File: config.mk
export PLATFORM = sky130hd
export DESIGN_NAME = mem_arbiter
export DESIGN_NICKNAME = d
export VERILOG_FILES = /design/src/rtl/mem_arbiter.sv
export SDC_FILE = /design/constraint.sdc
export NUM_CORES = 1
export LEC_CHECK = 0
export ABC_AREA = 0
export BUFFER_PORTS_ARGS = -buffer_cell sky130_fd_sc_hd__buf_4
export CORE_ASPECT_RATIO = 1.4
export CORE_MARGIN = 10
export CORE_UTILIZATION = 35
export CTS_CLUSTER_SIZE = 16
export DETAILED_ROUTE_END_ITERATION = 10
export HOLD_SLACK_MARGIN = 0.1
export PLACE_DENSITY = 0.82
export SYNTH_ARGS = -nofsm -noshare
export SYNTH_HDL_FRONTEND = slang
export SYNTH_SLANG_ARGS = --single-unit
export TNS_END_PERCENT = 30
File: constraint.sdc
create_clock -name clk -period 2.2 [get_ports clk]
set_input_delay 0.11 -clock clk [delete_from_list [all_inputs] [get_ports clk]]
set_output_delay 0.11 -clock clk [all_outputs]
set_load 0.01 [all_outputs]
File: src/rtl/mem_arbiter.sv
// Arbiter/sequencer for the shared memory port: fetch vs data, data-priority with a fetch starvation guard.
// Latency: issue in the request cycle when idle, done strobe LAT cycles later, one idle bubble between transactions.
// Backpressure: losing or waiting requester sees its stall held until its done strobe; requests never re-sampled while busy.
module mem_arbiter #(
    parameter int LAT         = 4,
    parameter int MAX_DSTREAK = 2
) (
    input  logic        clk,
    input  logic        rst,
    input  logic        if_req,
    input  logic [15:0] if_addr,
    input  logic        if_cancel,
    output logic        if_done,
    output logic [15:0] if_rdata,
    output logic        if_stall,
    input  logic        d_req,
    input  logic        d_wr,
    input  logic [15:0] d_addr,
    input  logic [15:0] d_wdata,
    output logic        d_done,
    output logic [15:0] d_rdata,
    output logic        d_stall,
    output logic        mem_enable,
    output logic        mem_wr,
    output logic [15:0] mem_addr,
    output logic [15:0] mem_data_in,
    input  logic [15:0] mem_data_out
);

    typedef enum logic [1:0] {IDLE, BUSY_I, BUSY_D} state_t;

    localparam logic [3:0] LAT_C  = 4'(LAT);
    localparam logic [2:0] MAXD_C = 3'(MAX_DSTREAK);

    state_t     state, state_nxt;
    logic [3:0] cnt, cnt_nxt;
    logic [2:0] dstreak, dstreak_nxt;
    logic       drop, drop_nxt;

    logic grant_d, grant_i, last_cyc;

    // Data wins a tie unless it has already taken MAX_DSTREAK grants in a row while fetch waited.
    assign grant_d  = (state == IDLE) && d_req && (!if_req || (dstreak != MAXD_C));
    assign grant_i  = (state == IDLE) && if_req && !grant_d;
    assign last_cyc = (state != IDLE) && (cnt == LAT_C);

    always_ff @(posedge clk or posedge rst) begin
        if (rst) begin
            state   <= IDLE;
            cnt     <= 4'd0;
            dstreak <= 3'd0;
            drop    <= 1'b0;
        end else begin
            state   <= state_nxt;
            cnt     <= cnt_nxt;
            dstreak <= dstreak_nxt;
            drop    <= drop_nxt;
        end
    end

    always_comb begin
        state_nxt   = state;
        cnt_nxt     = cnt;
        dstreak_nxt = dstreak;
        drop_nxt    = drop;
        case (state)
            IDLE: begin
                if (grant_d) begin
                    state_nxt   = BUSY_D;
                    cnt_nxt     = 4'd1;
                    dstreak_nxt = !if_req ? 3'd0 :
                                  (dstreak == MAXD_C) ? dstreak : dstreak + 3'd1;
                end else if (grant_i) begin
                    state_nxt   = BUSY_I;
                    cnt_nxt     = 4'd1;
                    dstreak_nxt = 3'd0;
                    drop_nxt    = if_cancel;
                end
            end
            BUSY_I: begin
                if (last_cyc) begin
                    state_nxt = IDLE;
                    cnt_nxt   = 4'd0;
                    drop_nxt  = 1'b0;
                end else begin
                    cnt_nxt  = cnt + 4'd1;
                    drop_nxt = drop | if_cancel;
                end
            end
            BUSY_D: begin
                if (last_cyc) begin
                    state_nxt = IDLE;
                    cnt_nxt   = 4'd0;
                end else begin
                    cnt_nxt = cnt + 4'd1;
                end
            end
            default: begin
                state_nxt = IDLE;
                cnt_nxt   = 4'd0;
            end
        endcase
    end

    always_comb begin
        mem_enable  = 1'b0;
        mem_wr      = 1'b0;
        mem_addr    = if_addr;
        mem_data_in = d_wdata;
        if_done     = 1'b0;
        d_done      = 1'b0;
        case (state)
            IDLE: begin
                mem_enable = grant_d | grant_i;
                if (grant_d) begin
                    mem_wr   = d_wr;
                    mem_addr = d_addr;
                end
            end
            BUSY_I: begin
                if_done = last_cyc && !drop && !if_cancel;
            end
            BUSY_D: begin
                mem_wr   = d_wr;
                mem_addr = d_addr;
                d_done   = last_cyc;
            end
            default: begin
                mem_enable = 1'b0;
            end
        endcase
        if_stall = if_req & ~if_done;
        d_stall  = d_req & ~d_done;
        // Reset silences every control output immediately, whatever the requesters do.
        if (rst) begin
            mem_enable = 1'b0;
            mem_wr     = 1'b0;
            if_done    = 1'b0;
            d_done     = 1'b0;
            if_stall   = 1'b0;
            d_stall    = 1'b0;
        end
    end

    assign if_rdata = mem_data_out;
    assign d_rdata  = mem_data_out;

endmodule

* Word-level counts from Yosys, hierarchy flattened
Cells that the tools add are included.
Widths: inputs -> output; s select.
** Operators by class
- Add/subtract/negate cells :: 2
- Equal/unequal tests :: 10
- Multiplexer cells :: 29
- Bitwise operators :: 6
- Reduce and logical (&&, ||, !) cells :: 20
** Operator list (number)
- $pmux 16 s2 :: 1
- $mux 16 :: 1
- $mux 1 :: 13
- $mux 3 :: 4
- $mux 4 :: 3
- $pmux 4 s2 :: 1
- $logic_and 1x1->1 :: 7
- $mux 2 :: 3
- $ne 3x3->1 const B :: 2
- $reduce_and 3->1 :: 2
- $reduce_bool 2->1 :: 3
- $add 4x1->4 const B :: 1
- $eq 4x3->1 const B :: 1
- $logic_not 1->1 :: 4
- $ne 2x2->1 const B :: 2
- $pmux 1 s2 :: 2
- $pmux 2 s2 :: 1
- $add 3x1->3 const B :: 1
- $eq 3x2->1 const B :: 1
- $ne 3x2->1 const B :: 1
- $and 1x1->1 :: 2
- $eq 2x1->1 const B :: 1
- $eq 2x2->1 const B :: 1
- $logic_not 2->1 :: 1
- 6 further kinds :: 8
** Word-level totals
- Register bits :: 10
- Input port bits :: 70
- Output and inout bits :: 70

* Logic depth before layout (Yosys ltp)
- Depth in word-level cells :: 8
- Depth in mapped cells :: 7

* Least setup slack after synthesis
OpenSTA, ideal clock, no wires.
- Path kind :: register to register
- Start :: register state[0]
- End :: register state[1]
- Setup time :: 125 ps
- Arrival :: 1544 ps
- Data required time :: 2075 ps
- Slack :: 531 ps
- Cell stages (with the launch flop) :: 7
- Path buffers :: 1
- Path through :: dfrtp_1 > inv_1 > ha_1 > clkbuf_1 > nand4bb_1 > a21boi_1 > mux2_4
** On the way
- Word-level cells in the longest chain between the ends :: 7
- Elaborated cells on any way between the ends :: 16
- Classes of those cells :: 4 x eq/ne; 2 x mux; 10 x reduce/logical
** RTL lines
- from (decl) :: line 35 : state_t state, state_nxt;
- from (signal assigned) :: line 54 : state <= state_nxt;
- $logic_not 2->1 :: line 43, 44, 66
- $logic_and 1x1->1 (2 in a row) :: line 43 : assign grant_d = (state == IDLE) && d_req && (!if_req || (dstreak != MAXD_C));
- $logic_not 1->1 :: line 44 : assign grant_i = (state == IDLE) && if_req && !grant_d;
- $logic_and 1x1->1 :: line 44
- $ne 3x3->1 (no source line)
- $reduce_and 2->1 (no source line)
Several ways; a longest one is shown, not always the timed one.
A chain may end at the register's enable or synchronous reset.

* Worst setup path after layout
- Start :: register state[0]
- End :: output mem_addr[13]
** On the way
- Word-level cells in the longest chain between the ends :: 5
- Elaborated cells on any way between the ends :: 6
- Classes of those cells :: 1 x eq/ne; 2 x mux; 3 x reduce/logical
** RTL lines
- $logic_not 2->1 :: line 43, 112
- $logic_and 1x1->1 (2 in a row) :: line 43
- $mux 16 :: line 115 : if (grant_d) begin
- $pmux 16 s2 * :: line 112 : case (state)
- to (decl) :: line 25 : output logic [15:0] mem_addr,
Mark *: on every way between the ends. The rest lies on a longest branch, timed or not.

==> flow_summary.json <==
{
  "path_class": "reg2out",
  "leakage_nw": 0.7458,
  "worstSetupStartpointType": "flop",
  "io-pin-count": 140,
  "finalCritPeriodShare_pct": 93.59,
  "syn_area_per_cell_um2": 8.547,
  "clock-sinks": 10,
  "cts_max_level": 1,
  "wl_per_cell_um": 17.71,
  "drv_cap": 0,
  "reg2reg_from": "state[0]$_DFFE_PP0P_",
  "gp_congestion": 0.8710,
  "final_common_cell": "buf_4",
  "viasPerCell": 5.151,
  "min_period_ns": 2.059,
  "drive_gt1_share_pct": 43.40,
  "numCtsBuffers": 3,
  "yosysSeqAreaShare_pct": 19.78,
  "coreArea_um2": 3441,
  "worstPathCellList": "inv_1 > ha_2 > and2_2 > a21o_1 > buf_4 > a22o_1 > buf_4",
  "yosys_warnings": 0,
  "cp_slowest_stage_delay_ns": 0.37,
  "synth.distinct_cells": 36,
  "min_path_cells": 2,
  "reg2reg_to": "state[1]$_DFFE_PP0P_",
  "crit_slowest_cell": "dfrtp_1",
  "rrSetupSlack_ns": 0.28,
  "cp_data_required_time_ns": 2.09,
  "rsz0062_at_grt": "false",
  "final_cell_mix": "60 x buf_4, 17 x a22o_1, 10 x dfrtp_1",
  "totalWireLength_mm": 3.525,
  "finalSetupViolCount": 0,
  "fmaxAchievable_ghz": 0.4857,
  "drt-initial-drc-count": 45,
  "ir_drop_mv": 0.5820,
  "die_x_um": 70.81,
  "nFillCells": 351,
  "status": "finished clean",
  "holdPathEnd": "dstreak[2]$_DFFE_PP0P_",
  "nNetsFinal": 238,
  "grt_pass1_vias": 1116,
  "initial_core_util_pct": 36.76,
  "portBuffers": 59,
  "hp-class": "in2reg",
  "worstPathArrival_ns": 1.95,
  "slew_headroom_pct": 69.17,
  "setup_tns_ns": 0,
  "total_power_w": 0.001592,
  "grt_max_degree": 18,
  "fin_worst_skew_ns": 0.001121,
  "syn_area_um2": 1265,
  "ant_nets": 0,
  "grt.total_usage_pct": 10.46,
  "antenna_found_initial": 0,
  "hpwlAfterDp_mm": 2.912,
  "synthCells": 148,
  "hp-start": "d_req",
  "finalMaxSlewViolations": 0,
  "grt_overflow": 0,
  "die_area_um2": 6453,
  "power_density_nw_per_um2": 1101,
  "syn_nets": 226,
  "clockRootBuffer": "clkbuf_8",
  "row_count": 25,
  "areaGrowthSynthToFinish_pct": 14.34,
  "cts_tree": "yes",
  "grt_first_pass_wirelength_mm": 5.595,
  "chipHeight_um": 91.14,
  "cp-end-kind": "output port",
  "clk_latency_ns": 0.25,
  "synth-seq-cells": 10,
  "crit_fanout": 17,
  "path_clk_slew_ns": 0.05,
  "vias": 1025,
  "diodes": 0,
  "drc_errors": 0,
  "worst_r2r_path_depth": 5,
  "register_area_um2": 250.2,
  "max_slew.worst_pin.slew_ns": 0.4620,
  "first_pass_iters": 4,
  "hold_viol_final": 0,
  "multi_input_area_um2": 596.8,
  "cp_common_cell": "buf_4",
  "cts_buffer_depth": 2
}
-- state kept, by name, indices dropped and copies added, names as in the netlist --
signal and cells:
state 2, cnt 4, drop 1, dstreak 3
-- timing repair --
item,CTS,global route
endpoints found under the hold margin,10,0
pin swaps,0,0
hold buffers,1,0
gates resized for setup,1,2
setup endpoints to repair,16,17
setup buffers,0,0
-- how the worst max path moves through the flow --
stage,from,cells after the start,slack [ns],end
detailed placement,state[0]$_DFFE_PP0P_,6,0.17,mem_addr[13]
global placement,state[1]$_DFFE_PP0P_,6,0.25,mem_addr[5]
global route,state[0]$_DFFE_PP0P_,7,0.03,mem_wr
floorplan,state[0]$_DFFE_PP0P_,6,0.53,state[1]$_DFFE_PP0P_
CTS,state[0]$_DFFE_PP0P_,7,0.03,mem_addr[13]
finish,state[0]$_DFFE_PP0P_,7,0.14,mem_addr[13]
-- per-stage QoR --
stage,setup slack (ns),hold slack [ns],utilization [%],area (um^2),instances
2_1_floorplan,0.5306,-0.03429,-,1265,148
3_3_place_gp,0.2455,0.1760,39.82,1370,194
3_5_place_dp,0.1745,0.1783,39.82,1370,194
4_1_cts,0.02635,0.1506,41.93,1443,199
5_1_grt,0.02940,0.1708,42.04,1446,199
6_report,0.1411,0.1528,42.04,1446,199
-- cells in the mapped netlist (all sizes together) --
cell / number / area [um^2]
o32ai: 1 / 8.760
nand3: 5 / 25.02
a21o: 1 / 7.510
mux2i: 1 / 10.01
o22ai: 1 / 6.260
clkbuf: 1 / 3.750
o22a: 1 / 8.760
a32oi: 1 / 8.760
o31a: 1 / 8.760
dfrtp: 10 / 250.2
nand2: 5 / 18.77
ha: 8 / 100.1
nor4bb: 1 / 10.01
nand3b: 1 / 7.510
nand2b: 2 / 12.51
and2: 2 / 12.51
and4bb: 1 / 12.51
a32o: 1 / 10.01
o2bb2ai: 1 / 8.760
buf: 53 / 391.6
and3: 3 / 18.77
a221oi: 1 / 8.760
a21boi: 1 / 7.510
nor2b: 2 / 12.51
o21ai: 4 / 20.02
nor2: 6 / 22.52
a21oi: 1 / 8.760
a22o: 17 / 148.9
o41ai: 1 / 8.760
a31oi: 1 / 6.260
or3b: 1 / 8.760
inv: 9 / 33.78
nand4bb: 2 / 22.52
mux2: 1 / 15.01
-- worst max-delay path, delay by kind of cell (launching register included) --
kind                       cells  cell delay, ns
AOI/OAI and AO/OA              2            0.43
buffers and inverters          3            0.42
adders and majority gates      1            0.25
and+or+nand+nor                1            0.23
DFF                            1            0.37
-- routing by layer --
layer	share of wire, %	global-route usage [%]
met1	34	10.42
met2	57	19.27
met3	5.9	1.743
met4	2.9	6.472
met5	0	0
-- report_power, final --
part           leakage (nW)  switching, W  internal (W)
clock                0.0288     0.0000823      0.000158
combinational         0.587      0.000517      0.000531
sequential            0.130     0.0000564      0.000248
total                 0.746      0.000655      0.000937
-- final cells by class --
cell class                      instances  area share [%]
Multi-Input combinational cell         75           41.26
Timing Repair Buffer                   61           31.83
Tap cell                               40           3.460
Clock buffer                            4           3.806
Sequential cell                        10           17.30
Inverter                                9           2.336
-- logic make-up after synthesis --
family	synth area share [%]
compound gates	21.86
fa+ha+maj	7.913
buf+inv	33.93
flops	19.78
mux	1.978
simple gates	14.54
No activity file was read; power rests on OpenSTA's default activity.
